**config.mk**
```make
export PLATFORM = sky130hd
export DESIGN_NAME = nrzi_encoder
export DESIGN_NICKNAME = d
export VERILOG_FILES = /design/src/rtl/usb_pkg.sv /design/src/rtl/stuff_checker.sv /design/src/rtl/nrzi_encoder.sv
export SDC_FILE = /design/constraint.sdc
export NUM_CORES = 1
export LEC_CHECK = 0
export CAP_MARGIN = 20
export CORE_AREA = 5 5 42 44
export CTS_CLUSTER_SIZE = 24
export DETAILED_ROUTE_END_ITERATION = 7
export DIE_AREA = 0 0 47 49
export SYNTH_ARGS = -nofsm -noshare
export SYNTH_HDL_FRONTEND = slang
export SYNTH_HIERARCHICAL = 1
export SYNTH_SLANG_ARGS = --single-unit
```
**constraint.sdc**
```tcl
create_clock -name clk -period 1.3 [get_ports clk]
set_clock_uncertainty 0.1 [all_clocks]
set_input_delay 0.325 -clock clk [delete_from_list [all_inputs] [get_ports clk]]
set_output_delay 0.325 -clock clk [all_outputs]
set_load 0.01 [all_outputs]
```
**src/rtl/usb_pkg.sv**
```systemverilog
// ==== usb_pkg : shared USB line-state constants, packet-type and encoder FSM enums. rev 1.0 ====
`default_nettype none

package usb_pkg;

  typedef enum logic [1:0] {
    NONE     = 2'b00,
    TOKEN    = 2'b01,
    DATA_PKT = 2'b10,
    HSHAKE   = 2'b11
  } pkt_type_t;

  // Line states packed as {dp, dm}
  localparam logic [1:0] J   = 2'b10;
  localparam logic [1:0] K   = 2'b01;
  localparam logic [1:0] SE0 = 2'b00;

  typedef enum logic [2:0] {
    IDLE  = 3'd0,
    DATA  = 3'd1,
    EOP1  = 3'd2,
    EOP2  = 3'd3,
    EOP_J = 3'd4
  } state_t;

endpackage

`default_nettype wire

```
**src/rtl/stuff_checker.sv**
```systemverilog
// ==== stuff_checker : counts consecutive encoded 1s, sticky flag on the 7th. rev 1.0 ====
// Compiled only when NRZI_STUFF_CHECK_EN is defined.
`default_nettype none

`ifdef NRZI_STUFF_CHECK_EN
module stuff_checker (
  input  logic clk,
  input  logic rst_b,
  input  logic i_bit_valid,
  input  logic i_bit,
  input  logic i_clear,
  output logic o_stuff_err
);

  logic [2:0] r_run;

  always_ff @(posedge clk or negedge rst_b) begin
    if (!rst_b) begin
      r_run       <= 3'd0;
      o_stuff_err <= 1'b0;
    end else if (i_bit_valid) begin
      if (i_bit) begin
        // Six ones already seen: this one is the illegal seventh.
        if (r_run == 3'd6) o_stuff_err <= 1'b1;
        if (r_run != 3'd7) r_run <= r_run + 3'd1;
      end else begin
        r_run <= 3'd0;
      end
    end else if (i_clear) begin
      r_run <= 3'd0;
    end
  end

endmodule
`endif

`default_nettype wire

```
**src/rtl/nrzi_encoder.sv**
```systemverilog
// ==== nrzi_encoder : USB NRZI line encoder with SE0,SE0,J end-of-packet. rev 1.0 ====
// Optional run-length check of encoded ones enabled by macro NRZI_STUFF_CHECK_EN.
`default_nettype none

module nrzi_encoder
  import usb_pkg::*;
(
  input  logic       clk,
  input  logic       rst_b,
  input  logic       bstr_in,
  input  logic [1:0] bstr_in_ready,
  output logic       dp,
  output logic       dm,
  output logic       busy,
  output logic       done,
  output logic       overrun,
  output logic       stuff_err
);

  state_t     r_state;
  state_t     w_next;
  logic [1:0] w_line;
  logic       w_valid;
  logic       w_enc;
  logic       w_overrun_set;

  assign w_valid = (pkt_type_t'(bstr_in_ready) != NONE);

  // w_line is the line level belonging to the state being entered.
  always_comb begin
    w_next        = r_state;
    w_line        = J;
    w_enc         = 1'b0;
    w_overrun_set = 1'b0;
    case (r_state)
      IDLE: begin
        if (w_valid) begin
          w_next = DATA;
          w_enc  = 1'b1;
          w_line = bstr_in ? J : K;
        end
      end
      DATA: begin
        if (w_valid) begin
          w_enc  = 1'b1;
          w_line = bstr_in ? {dp, dm} : {dm, dp};
        end else begin
          w_next = EOP1;
          w_line = SE0;
        end
      end
      EOP1: begin
        w_next        = EOP2;
        w_line        = SE0;
        w_overrun_set = w_valid;
      end
      EOP2: begin
        w_next        = EOP_J;
        w_line        = J;
        w_overrun_set = w_valid;
      end
      EOP_J: begin
        w_next        = IDLE;
        w_line        = J;
        w_overrun_set = w_valid;
      end
      default: begin
        w_next = IDLE;
        w_line = J;
      end
    endcase
  end

  always_ff @(posedge clk or negedge rst_b) begin
    if (!rst_b) begin
      r_state <= IDLE;
      dp      <= 1'b1;
      dm      <= 1'b0;
      busy    <= 1'b0;
      done    <= 1'b0;
      overrun <= 1'b0;
    end else begin
      r_state    <= w_next;
      {dp, dm}   <= w_line;
      busy       <= (w_next != IDLE);
      done       <= (r_state == EOP_J);
      if (w_overrun_set) overrun <= 1'b1;
    end
  end

`ifdef NRZI_STUFF_CHECK_EN
  stuff_checker u_stuff_checker (
    .clk         (clk),
    .rst_b       (rst_b),
    .i_bit_valid (w_enc),
    .i_bit       (bstr_in),
    .i_clear     (w_next == IDLE),
    .o_stuff_err (stuff_err)
  );
`else
  assign stuff_err = 1'b0;
`endif

endmodule

`default_nettype wire

```
### Word-level counts from Yosys, hierarchy flattened

Cells that the tools add are included.

| storage, ports and cells | value |
|---|---|
| register bits after elaboration | 8 |
| bits of input ports | 5 |
| output and inout bits | 6 |
| logic and storage cells | 24 |

| operators by class | value |
|---|---|
| equal/unequal tests | 5 |
| multiplexer cells | 9 |
| reduce and logical (&&, ||, !) cells | 4 |

Operators by type and width:

| operator | count |
|---|---|
| case mux 3 bit (4 select lines) | 1 |
| two-way mux 2 bit | 4 |
| equality test 3 x 2 -> 1 bit, second input constant | 2 |
| two-way mux 3 bit | 2 |
| case mux 2 bit (3 select lines) | 1 |
| equality test 3 x 1 -> 1 bit, second input constant | 1 |
| equality test 3 bit, second input constant | 1 |
| zero test 3 bit | 1 |
| != test 3 bit, second input constant | 1 |
| nonzero test 3 bit | 1 |
| OR reduction 3 bit | 1 |
| nonzero test 2 bit | 1 |
| two-way mux 1 bit | 1 |

### Logic depth before layout (Yosys ltp)

Gate-level depths: netlist of run 1.

| logic depth | value |
|---|---|
| depth in word-level cells | 4 |
| gate-level depth with buffers | 3 |

### Least setup slack after synthesis of run 1

OpenSTA, ideal clock, no wires.

| timing | value |
|---|---|
| path kind | reg-to-reg |
| from | register r_state[1] |
| to | register dp |
| setup time | 88 ps |
| arrival | 958 ps |
| data required time | 1112 ps |
| slack | 154 ps |
| cell stages (with the launch flop) | 4 |
| path buffers | 0 |
| clock period less this slack | 1146 ps |
| path through | dfrtp_1 -> o21bai_1 -> nor4b_1 -> a31oi_1 |

| between the ends | value |
|---|---|
| longest elaborated chain between the ends | 2 |

Ends and longest elaborated chain:

| what | RTL line | text |
|---|---|---|
| from (decl) | nrzi_encoder.sv:20 | `state_t r_state;` |
| from (signal assigned) | nrzi_encoder.sv:83 | `r_state <= w_next;` |
| equality test 3 x 2 -> 1 bit, or another cell as far along | nrzi_encoder.sv:35 | `case (r_state)` |
| case mux 2 bit (3 select lines) or != test 3 bit (tied branches) | n/a |  |
| to (signal assigned) | nrzi_encoder.sv:84 | `{dp, dm} <= w_line;` |
| to (decl) | nrzi_encoder.sv:12 | `output logic dp,` |

Parallel ways exist; a longest one is shown, timed or not.
A chain may end at the register's enable or synchronous reset.

### Final worst setup path of run 1

| timing | value |
|---|---|
| from | register dp |
| to | output port dp |

No word-level cell between the ends.

==> results_dict.tcl, run 1 <==
set metrics [dict create \
    status "complete, no violations" \
    grt_usage_pct 8.079 \
    antenna_found_initial 0 \
    port_buffers 9 \
    syn_area_um2 360.3 \
    vdd_drop_max_mv 0.9548 \
    clock-root-buffer "clkbuf_4" \
    grt_pass1_wl_mm 1.242 \
    vias 289 \
    arrival_ps 870 \
    ant_nets 0 \
    fmax_mhz 770.2 \
    synthesis.nets 37 \
    startpoint_type "flip-flop" \
    layout-drive-gt1-share_pct 30.61 \
    drt_wl_total_um 716 \
    ys_seq_area_share_pct 55.90 \
    setup_ws_ps 1.588 \
    antenna_cells 0 \
    synth.top_cell.area_share_pct 48.61 \
    routed_via_density 4.446 \
    hold_class "in -> async" \
    clock-sinks 8 \
    postCtsHoldBufs 0 \
    syn-instance-count 32 \
    area.growth.synth_to_final_pct 44.44 \
    preCtsSetupSlack_ps -290.7 \
    numCtsBuffers 3 \
    drc 0 \
    p_per_area_nw_per_um2 2026 \
    n_fill_cell 155 \
    final.min_clock_period_ps 1298 \
    synth_edf_count 0 \
    first_pass_iters 3 \
    setup_viol 0 \
    fin_setup_tns_ps 0 \
    power_w 0.001054 \
    critPathTopFamily "flip-flops" \
    tritoncts "done" \
    yosys-top-cells-count "dfrtp_1, a21oi_1, nand2b_1, nor2_1, o21bai_1" \
    cp_data_required_time_ps 880 \
    ys_warn_count 6 \
    die_height_um 49 \
    gp_congestion 0.7140 \
    drtIter0Drc 1 \
    clk_pin_slew_worst_paths_ps 60 \
    fin_nets 55 \
    critPathKind "reg -> out" \
    die_x_um 47 \
    ys_seq_elements 8 \
    postCtsSetupBuffers 0 \
    hold_violations 0 \
    crit_path_end_kind "output pin" \
    rsz0062_at_grt "true" \
    cap_violations 0 \
    yosysMostFrequentCell "dfrtp_1" \
    dieArea_um2 2303 \
    syn_avg_cell_area_um2 11.26 \
    synthArstFlopShare_pct 100.0 \
    crit_fanout 2 \
    synthFlopType "dfrtp_1" \
    finalMaxSlewViolations 0 \
    synth_cell_types 20 \
    power_leakage_nw 0.2474 \
    clock_latency_ps 250 \
    h-tree-depth 1 \
    fin_cells 65 \
    ios 11 \
    fin_crit_sh_pct 99.88 \
    wl_per_cell_um 11.02 \
    grt_pass1_vias 296 \
    grt_max_degree 10 \
    core_um2 1401 \
    path_cells "buf_6" \
    cpPeakStageDelay_ps 530 \
    synth_area_leaders "dfrtp_1, dfstp_2, a21oi_1, a2111oi_2, o21bai_1" \
    dp.cells 61 \
    cp_num_buf_inv 1 \
    grt.overflow.total 0 \
    synth_top_area_cell "dfrtp_1" \
    dp_hpwl_um 578.5 \
    start_util_pct 25.71 \
    cpMaxStageDelayCell "dfstp_2" \
    rows 14 \
    clockBufferDepth 2 \
]
==> per-layer routing <==
| layer | vias to the layer above | GRT usage [%] | part of all wire [%] |
|---|---|---|---|
| li1 | 148 | - | - |
| met1 | 133 | 9.193 | 46 |
| met2 | 6 | 11.09 | 49 |
| met3 | 2 | 3.321 | 4.7 |
| met4 | 0 | 6.912 | 0.70 |
| met5 | - | 0 | 0 |
==> per-stage QoR <==
step | hold slack (ps) | area, um2 | utilization (%)
6_report | 245.9 | 520.5 | 37.14
5_1_grt | 261.4 | 520.5 | 37.14
4_1_cts | 255.8 | 529.3 | 37.77
3_5_place_dp | 368.7 | 500.5 | 35.71
3_3_place_gp | 372.6 | 500.5 | 35.71
2_1_floorplan | -70.59 | 360.3 | -
==> power breakdown <==
part	total (W)	switching, W	internal [W]
clock	0.000203	0.0000857	0.000117
sequential	0.000439	0.0000881	0.000351
combinational	0.000412	0.000177	0.000235
total	0.00105	0.000351	0.000703
==> area by class of cell <==
cell class / instances / area, um2 / area share, %
Clock buffer: 4 / 26.28 / 5.048
Inverter: 1 / 3.754 / 0.7212
Multi-Input combinational cell: 22 / 147.6 / 28.37
Sequential cell: 8 / 201.4 / 38.70
Tap cell: 16 / 20.02 / 3.846
Timing Repair Buffer: 14 / 121.4 / 23.32
==> state kept, by name, summed over array words and instances, names as in the netlist <==
name	flops
r_state	3
busy	1
dm	1
done	1
dp	1
overrun	1
==> cells by family (layout without fill, tap and decap cells) <==
group | after synthesis | count (layout) | share of synthesized area (%)
flip-flops | 8 | 8 | 55.90
other | 1 | 1 | 1.041
AO/OA/AOI/OAI | 10 | 10 | 19.10
AND/OR/NAND/NOR | 11 | 11 | 20.84
buffers and inverters | 2 | 19 | 3.125
==> repair_timing <==
action                                  in CTS  in global routing
resized for setup                           14                  6
endpoints found under the setup margin       6                  6
pin swaps                                    1                  2
==> placed cells by master, fill, tap and decap left out <==
| master | Yosys | layout |
|---|---|---|
| dfrtp_1 | 7 | 7 |
| buf_4 | 1 | 5 |
| a21oi_1 | 4 | 4 |
| clkbuf_4 | 0 | 3 |
| dlymetal6s2s_1 | 0 | 3 |
| nor2_1 | 2 | 2 |
| nand2b_1 | 2 | 2 |
| o21bai_1 | 2 | 2 |
| clkbuf_2 | 0 | 2 |
| nand3b_1 | 1 | 1 |
| inv_1 | 1 | 1 |
| and3_1 | 1 | 1 |
| nor3b_2 | 1 | 1 |
| o21a_1 | 1 | 1 |
| o21ai_0 | 1 | 1 |
| or3b_1 | 1 | 1 |
| nor4b_1 | 1 | 1 |
| a31oi_1 | 1 | 1 |
| nand2_1 | 1 | 1 |
| nor3b_1 | 1 | 1 |
| a2111oi_2 | 1 | 1 |
| conb_1 | 1 | 1 |
| clkbuf_1 | 0 | 1 |
| dfstp_2 | 1 | 1 |
| clkdlybuf4s50_1 | 0 | 1 |
| buf_2 | 0 | 1 |
| clkdlybuf4s15_1 | 0 | 1 |
| buf_6 | 0 | 1 |
==> path summary, 6_finish.rpt <==
| path | slack [ps] | startpoint | cells after the start | endpoint |
|---|---|---|---|---|
| worst max-delay path | 2 | dp | 1 | dp |
| worst min-delay path | 250 | rst_b | 1 | overrun |
| worst max register to register | 110 | r_state[1] | 3 | dp |
| worst min register to register | 380 | overrun | 1 | overrun |
| max in group asynchronous | 540 | rst_b | 1 | dp |
| min in group clk | 330 | bstr_in | 3 | dm |
No activity file was read; power rests on OpenSTA's default activity.
==> run 2: changes to the inputs <==
ABC_AREA = 1   (was not set)
==> run 2 against run 1 <==
Final cell count is 26% higher. Combinational power is 25% higher. Sequential share of layout area is 3.1 points lower. Critical path type unchanged. Worst hold slack better by 17 ps. Area after synthesis is 15% higher. Synthesized cell count is 56% higher. Via count is 19% higher. Global-route usage is 0.077 points lower. First-iteration DRC count is 100% lower. The run now ends with negative setup slack left.
==> results_dict.tcl, run 2 <==
set metrics [dict create \
    dp.cells 78 \
    synth_fa_ha_area_share_pct 0 \
    grt_pass1_vias 348 \
    synth_top_area_cell "dfrtp_1" \
    port_buffers 9 \
    status "finished with violations" \
    crit_fanout 2 \
    clk_pin_slew_worst_paths_ps 60 \
    tritoncts "done" \
    cp_num_buf_inv 1 \
    syn_avg_cell_area_um2 8.258 \
    violations "negative setup slack" \
    synthArstFlopShare_pct 100.0 \
    power_w 0.001147 \
    vdd_drop_max_mv 0.7965 \
    rsz0062_at_grt "true" \
    dieArea_um2 2303 \
    multi_input_area_um2 170.2 \
    synthMuxAreaShare_pct 0 \
    postCtsHoldBufs 0 \
    yosysMostFrequentCell "nand2_1" \
    final_cell_mix "nand2_1, dfrtp_1" \
    synthFlopType "dfrtp_1" \
    yosys-top-cells-count "nand2_1, dfrtp_1, inv_1, inv_2, nor2_1" \
    cpPeakStageDelay_ps 540 \
    ant_nets 0 \
    fin_setup_tns_ps -2.004 \
    core_um2 1401 \
    largest_register_ff_count 3 \
    cap_violations 0 \
    internal_power_w 0.0007038 \
    p_per_area_nw_per_um2 2028 \
    dp_hpwl_um 603.8 \
    final.min_clock_period_ps 1302 \
    p_sw_w 0.0004433 \
    ys_seq_elements 8 \
    fin_cells 82 \
    finalMaxSlewViolations 0 \
    clockBufferDepth 2 \
    pwr-share-seq_pct 37.3 \
    synth_edf_count 0 \
    critPathTopFamily "flip-flops" \
    numCtsBuffers 3 \
    combPwrFrac_pct 44.9 \
    first_pass_iters 1 \
    antenna_cells 0 \
    layout-drive-gt1-share_pct 33.33 \
    drc 0 \
    ff_latch_area_um2 201.4 \
    postCtsSetupBuffers 0 \
    switching_share_pct 38.65 \
    h-tree-depth 1 \
    cp_data_required_time_ps 880 \
    rows 14 \
    fin_nets 72 \
    die_x_um 47 \
    synthesis.nets 55 \
    path_cells "buf_6" \
    routed_via_density 4.195 \
    fmax_mhz 768.0 \
    power_leakage_nw 0.2825 \
    hold_class "in -> async" \
    clock_latency_ps 250 \
    hold_violations 0 \
    setup_ws_ps -2.004 \
    arrival_ps 880 \
    syn_area_um2 412.9 \
    ys_seq_area_share_pct 48.79 \
    gp_congestion 0.7485 \
    fin_crit_sh_pct 100.2 \
    start_util_pct 29.46 \
    die_height_um 49 \
    n_fill_cell 157 \
    top_register "r_state" \
    wl_per_cell_um 9.537 \
    antenna_found_initial 0 \
    synthXorXnorAreaFrac_pct 0 \
    grt_usage_pct 8.003 \
    layout_commonest_cell "nand2_1" \
    crit_start "dp" \
    setup_viol 1 \
    synth_compound_area_share_pct 9.394 \
    clock-sinks 8 \
    vias 344 \
    drtIter0Drc 0 \
    clock-root-buffer "clkbuf_4" \
    synth.top_cell.area_share_pct 42.42 \
    area.growth.synth_to_final_pct 36.97 \
    timing.rr.start "r_state[1]" \
    startpoint_type "flip-flop" \
    cpMaxStageDelayCell "dfstp_2" \
    synth_area_leaders "dfrtp_1, nand2_1, dfstp_2, nor2_4, nand3_1" \
    grt_pass1_wl_mm 1.331 \
    critPathKind "reg -> out" \
    synth_simple_gate_area_share_pct 30.91 \
    synth_top_family_by_area "simple AND/OR/NAND/NOR gates" \
    crit_path_end_kind "output pin" \
    synth_cell_types 19 \
    drt_wl_total_um 782 \
    ys_warn_count 6 \
    syn-instance-count 50 \
    pwr-share-clk_pct 17.7 \
    ios 11 \
    grt.overflow.total 0 \
    grt_max_degree 9 \
]
==> run 2: cell count changes after synthesis, sizes merged, moves of 4 or more <==
cell   previous run  this run
nand2             1        12
nor2              2         8
nand3             0         4
inv               1         8
==> run 2: power by group through the flow <==
stage / sequential (W) / combinational, W / clock [W]
final: 0.000428 / 0.000515 / 0.000203
after global routing: 0.000439 / 0.000590 / 0.000226
after CTS: 0.000428 / 0.000531 / 0.000213
after detailed placement: 0.000429 / 0.000540 / 0
after global placement: 0.000424 / 0.000537 / 0
after floorplan: 0.000448 / 0.000310 / 0
==> run 2: kinds of logic (layout without fill, tap and decap cells) <==
| kind of cell | after synthesis | after routing |
|---|---|---|
| flip-flops | 8 | 8 |
| AO/OA/AOI/OAI | 6 | 6 |
| AND/OR/NAND/NOR | 25 | 25 |
| other | 1 | 1 |
| buffers and inverters | 10 | 26 |
==> run 2: cell type report <==
cell class                 instances  area share, %
timing repair buffer              13          20.13
multi-input combinational         32          30.09
inverter                           9          5.973
tap                               16          3.540
clock buffer                       4          4.646
sequential                         8          35.62
==> run 2: worst paths after layout <==
| kind | depth (start not counted) | slack (ps) | end |
|---|---|---|---|
| hold reg to reg | 1 | 380 | overrun |
| max in group asynchronous | 1 | 520 | dp |
| min in group clk | 1 | 380 | overrun |
| setup / recovery | 1 | -2 | dp |
| setup reg to reg | 7 | 120 | dp |
| hold / removal | 1 | 260 | busy |
==> run 2: per-stage QoR <==
stage	area, um2	util (%)	worst slack, ps	hold WS (ps)
after floorplan	412.9	-	266.4	-70.59
after global placement	545.5	38.93	-192.6	364.7
after detailed placement	545.5	38.93	-200.9	359.6
after CTS	573.1	40.89	-12.58	266.6
after global routing	565.5	40.36	-32.47	287.8
final	565.5	40.36	-2.004	263.1
==> run 2: per-layer routing <==
layer  wire length [um]  part of all wire (%)  GRT usage (%)  up-vias
met2                372                    48          11.76        5
met5                  0                     0              0        -
met1                359                    46          9.620      153
li1                   -                     -              -      184
met4                 12                   1.5          4.147        0
met3                 37                   4.7          3.321        2
==> run 2: what timing repair did <==
action | 4_1_cts | 5_1_grt
setup endpoints to repair | 5 | 5
resized for setup | 13 | 4
pin swaps | 0 | 1
